--- config.mk ---
export PLATFORM = sky130hd
export DESIGN_NAME = round_robin_arbiter_8
export DESIGN_NICKNAME = d
export VERILOG_FILES = /design/src/rtl/round_robin_arbiter_8.sv
export SDC_FILE = /design/constraint.sdc
export NUM_CORES = 1
export LEC_CHECK = 0
export ABC_AREA = 1
export ABC_CLOCK_PERIOD_IN_PS = 4100
export CAP_MARGIN = 20
export CORE_MARGIN = 10
export CORE_UTILIZATION = 34
export CTS_CLUSTER_SIZE = 14
export DETAILED_ROUTE_END_ITERATION = 8
export DONT_BUFFER_PORTS = 1
export HOLD_SLACK_MARGIN = 0.12
export PLACE_DENSITY = 0.47
export SYNTH_ARGS = -nofsm -noshare
export SYNTH_HDL_FRONTEND = slang
export SYNTH_SLANG_ARGS = --single-unit
--- constraint.sdc ---
create_clock -name clk -period 4.1 [get_ports clk]
set_input_delay 0.82 -clock clk [delete_from_list [all_inputs] [get_ports clk]]
set_output_delay 0.82 -clock clk [all_outputs]
set_load 0.02 [all_outputs]
--- src/rtl/round_robin_arbiter_8.sv ---
// round_robin_arbiter_8: 8-way round-robin arbiter, two-state FSM, no preemption.
// Optional hold-time limit with timeout_flag pulse is enabled by defining ARB_TIMEOUT_EN.
module round_robin_arbiter_8 #(
  parameter int TIMEOUT_CYCLES = 16
) (
  input  logic       clk,
  input  logic       rst_n,
  input  logic [7:0] req_lines,
  input  logic       done,
  output logic [7:0] grant_lines,
  output logic [2:0] grant_index,
  output logic       grant_valid,
  output logic       timeout_flag
);
  // state | meaning
  // IDLE  | no grant held; arbitrate req_lines starting at r_rr_ptr
  // GRANT | r_grant_index owns the grant until done, request drop or timeout
  typedef enum logic {IDLE = 1'b0, GRANT = 1'b1} state_t;

  if (TIMEOUT_CYCLES < 2 || TIMEOUT_CYCLES > 255) begin : g_bad_timeout
    $error("TIMEOUT_CYCLES must be in 2..255");
  end

  state_t     r_state;
  logic [2:0] r_rr_ptr;
  logic [2:0] r_grant_index;
  logic [7:0] r_grant_lines;
  logic       r_grant_valid;
  logic       r_timeout_flag;
  logic [2:0] w_pick;
  logic       w_normal_rel;
  logic       w_forced_rel;

  // Scan from the farthest offset down so the nearest set bit at/after r_rr_ptr wins.
  always_comb begin
    w_pick = r_rr_ptr;
    for (int k = 7; k >= 0; k--) begin
      if (req_lines[r_rr_ptr + 3'(k)]) w_pick = r_rr_ptr + 3'(k);
    end
  end

  assign w_normal_rel = done | ~req_lines[r_grant_index];

`ifdef ARB_TIMEOUT_EN
  logic [7:0] r_hold_cnt;

  // Held at zero in IDLE so it reads zero on the first GRANT cycle.
  always_ff @(posedge clk) begin
    if (!rst_n) begin
      r_hold_cnt <= '0;
    end else if (r_state == IDLE) begin
      r_hold_cnt <= '0;
    end else begin
      r_hold_cnt <= r_hold_cnt + 8'd1;
    end
  end

  assign w_forced_rel = (r_state == GRANT) && (r_hold_cnt == 8'(TIMEOUT_CYCLES - 1));
`else
  assign w_forced_rel = 1'b0;
`endif

  always_ff @(posedge clk) begin
    if (!rst_n) begin
      r_state        <= IDLE;
      r_rr_ptr       <= '0;
      r_grant_index  <= '0;
      r_grant_lines  <= '0;
      r_grant_valid  <= 1'b0;
      r_timeout_flag <= 1'b0;
    end else begin
      case (r_state)
        IDLE: begin
          r_timeout_flag <= 1'b0;
          if (|req_lines) begin
            r_state       <= GRANT;
            r_grant_index <= w_pick;
            r_grant_lines <= 8'd1 << w_pick;
            r_grant_valid <= 1'b1;
          end
        end
        GRANT: begin
          if (w_normal_rel || w_forced_rel) begin
            r_state        <= IDLE;
            r_rr_ptr       <= r_grant_index + 3'd1;
            r_grant_index  <= '0;
            r_grant_lines  <= '0;
            r_grant_valid  <= 1'b0;
            r_timeout_flag <= w_forced_rel & ~w_normal_rel;
          end
        end
      endcase
    end
  end

  assign grant_lines  = r_grant_lines;
  assign grant_index  = r_grant_index;
  assign grant_valid  = r_grant_valid;
  assign timeout_flag = r_timeout_flag;
endmodule

==> impl_metrics.yaml <==
synth:
  async_reset_ff_share_pct: 0
  yosys.area.top_type_share_pct: 23.3
  synth_edf_count: 0
  ys_warn_count: 0
  ys_seq_area_share_pct: 23.3
  syn_avg_cell_area_um2: 6.10
  netlist_area_um2: 1380
  syn_inst: 226
  synth_nets: 240
  ys_types: 28
  synth.area.top_cells: "dfxtp_1, nand2_1, nand3_1"
  synthFlopType: "dfxtp_1"
  yosys.area.top_type: "dfxtp_1"
  synth_seq_cells: 16
global_routing:
  first_global_vias: 1308
  grt_max_degree: 12
  grt.overflow.total: 0
  grt_pass1_wl_um: 6250
  antenna_found_initial: 0
  grtUsageTotal_pct: 10.8
route:
  post_drt_wl_per_cell_um: 13.7
  wl_um: 3770
  drtIter0Drc: 55
  ant_nets: 0
  vias: 1348
  routed_via_density: 4.92
  first_pass_iters: 6
  drc: 0
sta:
  timing.fmax_mhz: 364
  slew_violations: 0
  slew_headroom_pct: 65.6
  fin_setup_tns_ns: 0
  timing.final.crit_share_pct: 66.9
  grt_setup_unrepaired: "no"
  hold_viol_final: 0
  setup_viol: 0
  worst_slew_pin_slew_ns: 0.515
  period_minus_slack_ns: 2.74
  finClkSkew_ns: 0.00339
clock_tree:
  cts_tree: "built"
  cts_buffer_depth: 2
  hold_buffers: 0
  ctsResizeCount: 0
  cts.sinks: 16
  post_cts_buffers: 0
  cts_root_buf: "clkbuf_8"
  htreeDepth: 1
  clk_pin_slew_worst_paths_ns: 0.06
  cts_buffers: 3
  clkLatencyLatePin_ns: 0.26
floorplanning:
  die_y_um: 83.7
  die_w_um: 83.7
  core_um2: 3970
  initial_core_util_pct: 34.7
  pin_count: 24
  die-area_um2: 7000
  rows: 23
setup_path:
  crit_arrival_ns: 2.87
  path_max_fanout: 11
  cp_cell_sequence: "inv_4 > ha_1 > inv_1 > nand3_1 > nand3_1 > nand2_2 > inv_1 > nand2_1 > nand2_1 > nand2_1 > nand2_1 > nand2_1 > nand3_1 > nand2_4 > inv_2 > nand3_1 > a21oi_1"
  end_kind: "flip-flop"
  crit_top_cell: "nand2_1"
  worstSetupStartpointType: "flip-flop"
  crit_slowest_cell: "dfxtp_1"
  worst-setup-path-type: "reg -> reg"
  cpPeakStageDelay_ns: 0.64
  required_ns: 4.23
placement:
  io_buffers: 0
  place_hpwl_um: 3100
  gp_congestion: 0.822
power_and_ir_drop:
  ir_drop_mv: 0.366
  total_power_w: 0.00117
  power.density_nw_per_um2: 811
  leakagePower_nw: 0.699
final_layout:
  layout-drive-gt1-share_pct: 13.8
  area_growth_pct: 4.90
  fill_cells: 471
  final_nets: 239
  antenna-diode-count: 0
  post-route-util_pct: 36.4
outcome:
  outcome: "finished, final reports clean"
job:
  maxCapViolCount: 0
hold_path:
  hp-class: "reg -> reg"
[layer usage]
layer	track usage, %	vias to the layer above	wire (um)
li1	-	731	-
met1	12.6	591	1720
met2	17.4	21	1740
met3	3.32	5	243
met4	5.18	0	64
met5	0	-	0
[cell type report]
type	instances	area (um^2)	area share, %
multi-input cells	175	893	61.8
inverters	29	114	7.88
flip-flops and latches	16	320	22.2
clock buffers	4	55.1	3.81
well taps	50	62.6	4.33
[per-stage QoR]
stage               setup WS, ns  instances  cell area, um^2  hold slack [ns]
finish                      1.36        274             1450            0.486
global route                1.07        274             1450            0.537
CTS                         1.37        274             1450            0.487
detailed placement          1.39        270             1390            0.477
global placement            1.31        270             1390            0.485
floorplan                   1.88        226             1380            0.462
[final timing paths]
| path | slack, ns | to | cells past startpoint | from |
|---|---|---|---|---|
| worst min register to register | 0.49 | r_state | 2 | r_state |
| worst max-delay path | 1.36 | grant_lines[1] | 17 | r_rr_ptr[1] |
| worst min-delay path | 0.49 | r_state | 2 | r_state |
| worst max register to register | 1.36 | grant_lines[1] | 17 | r_rr_ptr[1] |
[cell usage after synthesis, types with 3 or more instances]
| cell type | number |
|---|---|
| a21oi_1 | 22 |
| a21oi_2 | 4 |
| dfxtp_1 | 16 |
| ha_1 | 3 |
| inv_1 | 22 |
| inv_2 | 4 |
| nand2_1 | 70 |
| nand2_2 | 8 |
| nand3_1 | 37 |
| nand3_2 | 4 |
| nor2_1 | 8 |
| o21ai_0 | 8 |
[critical path: cells and delay by family, from the launching register on]
family,cells,cell delay [ns]
fa+ha+maj,1,0.45
simple gates,11,1.09
buf+inv,4,0.37
flops,1,0.64
compound gates,1,0.06
[placed cells by master, fill, tap and decap left out, types with 2 or more instances in the layout]
master / count
dfxtp_1: 16
ha_1: 3
nor2_1: 8
nand2_1: 70
inv_4: 2
a21oi_2: 4
nand2_2: 8
nand3_2: 4
nand3_1: 37
nand2_4: 2
inv_2: 4
a21oi_1: 22
xor2_1: 2
o21ai_0: 8
clkbuf_8: 4
inv_1: 22
[sequential cells by signal, indices dropped and copies added (netlist names)]
register and cells:
grant_lines 8, r_state 1, grant_index 3, grant_valid 1, r_rr_ptr 3
[cells by family (layout without fill, tap and decap cells)]
kind of cell	count (synthesis)	after routing	share of synthesized area [%]
simple gates	133	133	45.6
compound gates	36	36	15.0
buf+inv	35	33	11.9
flops	16	16	23.3
fa+ha+maj	3	3	2.73
xor+xnor	2	2	1.27
other cells	1	1	0.272
[report_power, final]
part	internal [W]	total, W	leakage (nW)	switching, W
Combinational	0.000242	0.000726	0.539	0.000483
Clock	0.0000854	0.000141	0.0288	0.0000560
Sequential	0.000200	0.000305	0.131	0.000105
Note: power is estimated with default switching activity, not from simulation.
